`config.mk`:
```
export PLATFORM = sky130hd
export DESIGN_NAME = hdmi_ctrl_axil_slave_regs
export DESIGN_NICKNAME = d
export VERILOG_FILES = /design/src/rtl/hdmi_ctrl_axil_slave_regs.sv
export SDC_FILE = /design/constraint.sdc
export NUM_CORES = 1
export LEC_CHECK = 0
export ABC_AREA = 1
export CORE_MARGIN = 4
export CORE_UTILIZATION = 35
export CTS_CLUSTER_DIAMETER = 80
export DETAILED_ROUTE_END_ITERATION = 16
export PLACE_DENSITY_LB_ADDON = 0.3
export RECOVER_POWER = 50
export SKIP_CTS_REPAIR_TIMING = 1
export SLEW_MARGIN = 25
export SYNTH_ARGS = -nofsm -noshare
export SYNTH_HDL_FRONTEND = slang
export SYNTH_SLANG_ARGS = --single-unit
```
`constraint.sdc`:
```
create_clock -name ACLK -period 2.9 [get_ports ACLK]
set_input_delay 0.435 -clock ACLK [delete_from_list [all_inputs] [get_ports ACLK]]
set_output_delay 0.435 -clock ACLK [all_outputs]
set_load 0.05 [all_outputs]
```
`src/rtl/hdmi_ctrl_axil_slave_regs.sv`:
```
// AXI4-Lite register file for the HDMI controller: NUM_REGS 32-bit control registers
// with per-register write pulses. Independent single-outstanding write and read channels.
module hdmi_ctrl_axil_slave_regs #(
  parameter int C_S_AXI_DATA_WIDTH = 32,
  parameter int C_S_AXI_ADDR_WIDTH = 6,
  parameter int NUM_REGS           = 4,
  parameter logic [C_S_AXI_DATA_WIDTH-1:0] REG_RESET_VALUE = '0
) (
  input  logic                                   ACLK,
  input  logic                                   ARESET,
  input  logic [C_S_AXI_ADDR_WIDTH-1:0]          S_AXI_AWADDR,
  input  logic [2:0]                             S_AXI_AWPROT,
  input  logic                                   S_AXI_AWVALID,
  output logic                                   S_AXI_AWREADY,
  input  logic [C_S_AXI_DATA_WIDTH-1:0]          S_AXI_WDATA,
  input  logic [C_S_AXI_DATA_WIDTH/8-1:0]        S_AXI_WSTRB,
  input  logic                                   S_AXI_WVALID,
  output logic                                   S_AXI_WREADY,
  output logic [1:0]                             S_AXI_BRESP,
  output logic                                   S_AXI_BVALID,
  input  logic                                   S_AXI_BREADY,
  input  logic [C_S_AXI_ADDR_WIDTH-1:0]          S_AXI_ARADDR,
  input  logic [2:0]                             S_AXI_ARPROT,
  input  logic                                   S_AXI_ARVALID,
  output logic                                   S_AXI_ARREADY,
  output logic [C_S_AXI_DATA_WIDTH-1:0]          S_AXI_RDATA,
  output logic [1:0]                             S_AXI_RRESP,
  output logic                                   S_AXI_RVALID,
  input  logic                                   S_AXI_RREADY,
  output logic [C_S_AXI_DATA_WIDTH*NUM_REGS-1:0] reg_out,
  output logic [NUM_REGS-1:0]                    reg_wr_pulse
);

  localparam int DW     = C_S_AXI_DATA_WIDTH;
  localparam int AW     = C_S_AXI_ADDR_WIDTH;
  localparam int SW     = DW / 8;
  localparam int IDX_W  = $clog2(NUM_REGS);
  localparam logic [1:0] RESP_OKAY   = 2'b00;
  localparam logic [1:0] RESP_SLVERR = 2'b10;

  typedef enum logic {W_COLLECT = 1'b0, W_RESP = 1'b1} w_state_e;

  // Any address bit above the register index field marks the access unmapped.
  function automatic logic addr_mapped(input logic [AW-1:0] a);
    logic [AW-1:0] hi;
    hi = a >> (2 + IDX_W);
    return (hi == '0);
  endfunction

  function automatic logic [DW-1:0] merge_bytes(input logic [DW-1:0] old_v,
                                                input logic [DW-1:0] new_v,
                                                input logic [SW-1:0] strb);
    logic [DW-1:0] r;
    r = old_v;
    for (int b = 0; b < SW; b++) begin
      if (strb[b]) r[8*b +: 8] = new_v[8*b +: 8];
    end
    return r;
  endfunction

  w_state_e              w_state_q;
  logic                  aw_held_q, w_held_q;
  logic [AW-1:0]         awaddr_q;
  logic [DW-1:0]         wdata_q;
  logic [SW-1:0]         wstrb_q;
  logic                  awready_q, wready_q, bvalid_q;
  logic [1:0]            bresp_q;
  logic [DW-1:0]         regs_q [NUM_REGS];
  logic [NUM_REGS-1:0]   pulse_q;
  logic                  arready_q, rvalid_q;
  logic [DW-1:0]         rdata_q;
  logic [1:0]            rresp_q;

  logic                  aw_hs, w_hs, ar_hs, have_aw, have_w;
  logic [AW-1:0]         wr_addr_eff;
  logic [DW-1:0]         wr_data_eff;
  logic [SW-1:0]         wr_strb_eff;
  logic [IDX_W-1:0]      wr_idx, rd_idx;
  logic [DW-1:0]         wr_merged_d;

  logic unused_ok;
  assign unused_ok = ^{S_AXI_AWPROT, S_AXI_ARPROT};

  // Combine held and same-edge AW/W beats into the effective write request.
  always_comb begin
    aw_hs       = S_AXI_AWVALID && awready_q;
    w_hs        = S_AXI_WVALID && wready_q;
    ar_hs       = S_AXI_ARVALID && arready_q;
    have_aw     = aw_held_q || aw_hs;
    have_w      = w_held_q || w_hs;
    wr_addr_eff = aw_hs ? S_AXI_AWADDR : awaddr_q;
    wr_data_eff = w_hs ? S_AXI_WDATA : wdata_q;
    wr_strb_eff = w_hs ? S_AXI_WSTRB : wstrb_q;
    wr_idx      = wr_addr_eff[2 +: IDX_W];
    rd_idx      = S_AXI_ARADDR[2 +: IDX_W];
    wr_merged_d = merge_bytes(regs_q[wr_idx], wr_data_eff, wr_strb_eff);
  end

  // Write channel FSM: collects AW and W, commits the register and issues B.
  always_ff @(posedge ACLK) begin
    if (ARESET) begin
      w_state_q <= W_COLLECT;
      aw_held_q <= 1'b0;
      w_held_q  <= 1'b0;
      awaddr_q  <= '0;
      wdata_q   <= '0;
      wstrb_q   <= '0;
      awready_q <= 1'b1;
      wready_q  <= 1'b1;
      bvalid_q  <= 1'b0;
      bresp_q   <= RESP_OKAY;
      pulse_q   <= '0;
      for (int i = 0; i < NUM_REGS; i++) regs_q[i] <= REG_RESET_VALUE;
    end else begin
      pulse_q <= '0;
      case (w_state_q)
        W_COLLECT: begin
          if (aw_hs) begin
            awaddr_q  <= S_AXI_AWADDR;
            aw_held_q <= 1'b1;
            awready_q <= 1'b0;
          end
          if (w_hs) begin
            wdata_q  <= S_AXI_WDATA;
            wstrb_q  <= S_AXI_WSTRB;
            w_held_q <= 1'b1;
            wready_q <= 1'b0;
          end
          if (have_aw && have_w) begin
            aw_held_q <= 1'b0;
            w_held_q  <= 1'b0;
            awready_q <= 1'b0;
            wready_q  <= 1'b0;
            bvalid_q  <= 1'b1;
            w_state_q <= W_RESP;
            if (addr_mapped(wr_addr_eff)) begin
              regs_q[wr_idx]  <= wr_merged_d;
              pulse_q[wr_idx] <= 1'b1;
              bresp_q         <= RESP_OKAY;
            end else begin
              bresp_q <= RESP_SLVERR;
            end
          end
        end
        W_RESP: begin
          if (S_AXI_BREADY) begin
            bvalid_q  <= 1'b0;
            awready_q <= 1'b1;
            wready_q  <= 1'b1;
            w_state_q <= W_COLLECT;
          end
        end
        default: begin
          w_state_q <= W_COLLECT;
          bvalid_q  <= 1'b0;
          awready_q <= 1'b1;
          wready_q  <= 1'b1;
        end
      endcase
    end
  end

  // Read channel: samples the pre-edge register value, holds it until RREADY.
  always_ff @(posedge ACLK) begin
    if (ARESET) begin
      arready_q <= 1'b1;
      rvalid_q  <= 1'b0;
      rdata_q   <= '0;
      rresp_q   <= RESP_OKAY;
    end else if (rvalid_q) begin
      if (S_AXI_RREADY) begin
        rvalid_q  <= 1'b0;
        arready_q <= 1'b1;
      end
    end else if (ar_hs) begin
      rvalid_q  <= 1'b1;
      arready_q <= 1'b0;
      if (addr_mapped(S_AXI_ARADDR)) begin
        rdata_q <= regs_q[rd_idx];
        rresp_q <= RESP_OKAY;
      end else begin
        rdata_q <= '0;
        rresp_q <= RESP_SLVERR;
      end
    end
  end

  for (genvar g = 0; g < NUM_REGS; g++) begin : g_out
    assign reg_out[DW*g +: DW] = regs_q[g];
  end

  assign S_AXI_AWREADY = awready_q;
  assign S_AXI_WREADY  = wready_q;
  assign S_AXI_BVALID  = bvalid_q;
  assign S_AXI_BRESP   = bresp_q;
  assign S_AXI_ARREADY = arready_q;
  assign S_AXI_RVALID  = rvalid_q;
  assign S_AXI_RDATA   = rdata_q;
  assign S_AXI_RRESP   = rresp_q;
  assign reg_wr_pulse  = pulse_q;

endmodule

```
==> flow_summary.json <==
{
  "nFillCells": 2442,
  "drt-total-wl_um": 27000,
  "cp.arrival_ps": 2640,
  "ys.flop_type": "edfxtp_1",
  "die_area_um2": 29000,
  "grt_pass1_wl_um": 42120,
  "grt_overflow": 0,
  "clockBufferDepth": 3,
  "synth.area.top_cells": "edfxtp_1 42%, dfxtp_1 19%, nor2_1 9.5%, o21ai_0 5.8%, nand2_1 5.4%",
  "cts_tree": "built",
  "postSynthAreaPerCell_um2": 9.292,
  "coreArea_um2": 25980,
  "dpl_cell_area_um2": 12030,
  "ant_nets": 0,
  "hold_violations": 0,
  "firstDrtPassIters": 5,
  "grt_max_degree": 69,
  "finalCritPeriodShare": 0.8528,
  "antenna_cells": 0,
  "grt_setup_unrepaired": "false",
  "drtIter0Drc": 511,
  "timing.fmax_ghz": 0.4043,
  "synthCells": 992,
  "clock_sink_count": 214,
  "synth-compound-area-share": 0.1401,
  "synth_xor_area_frac": 0,
  "row_count": 59,
  "final.setup.tns_ps": 0,
  "io_pins": 234,
  "worstSetupPathType": "reg2reg",
  "port_buffers": 221,
  "vias": 7706,
  "vdd_ir_drop_max_mv": 0.3528,
  "crit_path_max_fanout": 8,
  "fin_skew_ps": 6.794,
  "synth-simple-area-share": 0.1929,
  "cts_buffers": 25,
  "leakagePower_nw": 5.092,
  "worst_pin_slew_ps": 796.2,
  "crit_required_ps": 3060,
  "drc": 0,
  "cts.htree.levels": 1,
  "start_util": 0.3547,
  "track_usage": 0.1820,
  "synth_common_cells": "234 x nor2_1, 133 x nand2_1, 128 x edfxtp_1",
  "synth_cell_types": 32,
  "yosys_warnings": 0,
  "muxShareOfSynthArea": 0.001086,
  "synth-seq-cells": 214,
  "syn_to_final_growth_pct": 37.23,
  "grt_pass1_vias": 7516,
  "dieHeight_um": 170.3,
  "netlist_area_um2": 9218,
  "layout_min_cycle_time_ps": 2473,
  "synthAdderAreaFrac": 0,
  "setup_viol": 0,
  "dpl.hpwl_um": 19260,
  "final_nets": 1289,
  "root_buffer": "clkbuf_16",
  "status": "complete, no violations",
  "synth_top_area_frac": 0.4170,
  "yosysMostFrequentCell": "nor2_1",
  "yosys.area.top_type": "edfxtp_1",
  "die_width_um": 170.3,
  "p_per_area_nw_per_um2": 664.2,
  "wire_per_inst_um": 17.08,
  "antenna_found_initial": 1,
  "max-cap-violations": 0,
  "synth_seq_area_share": 0.6038,
  "relSlewSlack": 0.4692,
  "crit_path_start_kind": "flop",
  "gp_congestion": 0.7979,
  "finalInstanceArea_um2": 12650,
  "async_reset_ff_frac": 0,
  "clkTransAtPathRegs_ps": 60,
  "synth-edff-count": 128,
  "synth_top_family_by_area": "simple AND/OR/NAND/NOR gates",
  "slew_viol_final": 0,
  "clock_latency_ps": 510,
  "end_kind": "flop",
  "hold_path.class": "in2reg",
  "layout-drive-gt1-share": 0.07464,
  "via_per_inst": 4.874
}
per-layer routing:
metal / track usage / wire length, um / vias to the layer above
li1: - / - / 3789
met1: 0.2345 / 11240 / 3594
met2: 0.3126 / 13190 / 274
met3: 0.03717 / 1932 / 47
met4: 0.04965 / 632 / 2
met5: 0 / 7 / -
final timing paths:
kind                                     from            end  slack, ps  cells after the start
worst max-delay path            S_AXI_AWREADY  regs_q[2][11]        430                      9
worst min-delay path                   ARESET   S_AXI_WREADY        260                      3
worst max register to register  S_AXI_AWREADY  regs_q[2][11]        430                      9
worst min register to register   S_AXI_BVALID   S_AXI_BVALID        460                      2
where the power goes:
| part | leakage (nW) | switching, mW | internal, mW | total [mW] |
|---|---|---|---|---|
| Combinational | 2.69 | 1.26 | 0.528 | 1.79 |
| Sequential | 2.03 | 0.121 | 3.46 | 3.58 |
| Clock | 0.381 | 1.19 | 1.84 | 3.03 |
| Total | 5.09 | 2.57 | 5.83 | 8.40 |
layout make-up:
| type | count | area (um2) | share of cell area |
|---|---|---|---|
| Sequential cell | 214 | 5565 | 0.4400 |
| Multi-Input combinational cell | 635 | 3019 | 0.2387 |
| Clock inverter | 7 | 85.08 | 0.006726 |
| Inverter | 88 | 330.3 | 0.02611 |
| Tap cell | 335 | 419.2 | 0.03314 |
| Clock buffer | 38 | 704.4 | 0.05569 |
| Timing Repair Buffer | 264 | 2526 | 0.1997 |
placed cells by master, fill, tap and decap left out, types with 12 or more instances in the layout:
cell,count
buf_4,18
clkbuf_1,27
nand3_1,12
edfxtp_1,128
nand2_1,136
o32ai_1,32
o21ai_0,107
a21oi_1,76
dfxtp_1,86
nor2_1,234
inv_1,84
dlygate4sd3_1,43
clkdlybuf4s50_1,175
clkbuf_16,25
metrics by stage:
step                      worst slack (ps)  std cells  utilization  total power [mW]  hold slack [ps]
after floorplan                      416.9        993            -             4.818            441.2
after global placement               194.3       1536       0.4628             5.470            452.6
after detailed placement             151.3       1536       0.4628             5.497            447.8
after CTS                            665.2       1581       0.4932             8.551            241.7
after global routing                 294.4       1581       0.4868             8.799            268.3
final                                426.8       1581       0.4868             8.402            258.6
logic make-up (layout without fill, tap and decap cells):
family,Yosys count,in the layout
DFF,214,214
and+or+nand+nor,409,409
muxes,1,1
buffers and inverters,144,397
AOI/OAI and AO/OA,223,223
other,1,2
flip-flops by register name, summed over array words and instances, names as in the netlist:
signal,count
S_AXI_BVALID,1
aw_held_q,1
S_AXI_RRESP,1
S_AXI_RVALID,1
regs_q,128
w_state_q,1
reg_wr_pulse,4
S_AXI_RDATA,32
wstrb_q,4
awaddr_q,4
S_AXI_WREADY,1
w_held_q,1
wdata_q,32
S_AXI_BRESP,1
S_AXI_ARREADY,1
S_AXI_AWREADY,1
worst max-delay path, cell delays in order, from the launching register on:
cell and delay, ps:
dfxtp_1 420, nand2_1 220, nand2_1 210, nand3_4 120, nor2_8 140, o211ai_1 140
nand2_4 170, clkbuf_1 300, nand3_4 90, nand2_1 310
No activity file was read; power rests on OpenSTA's default activity.
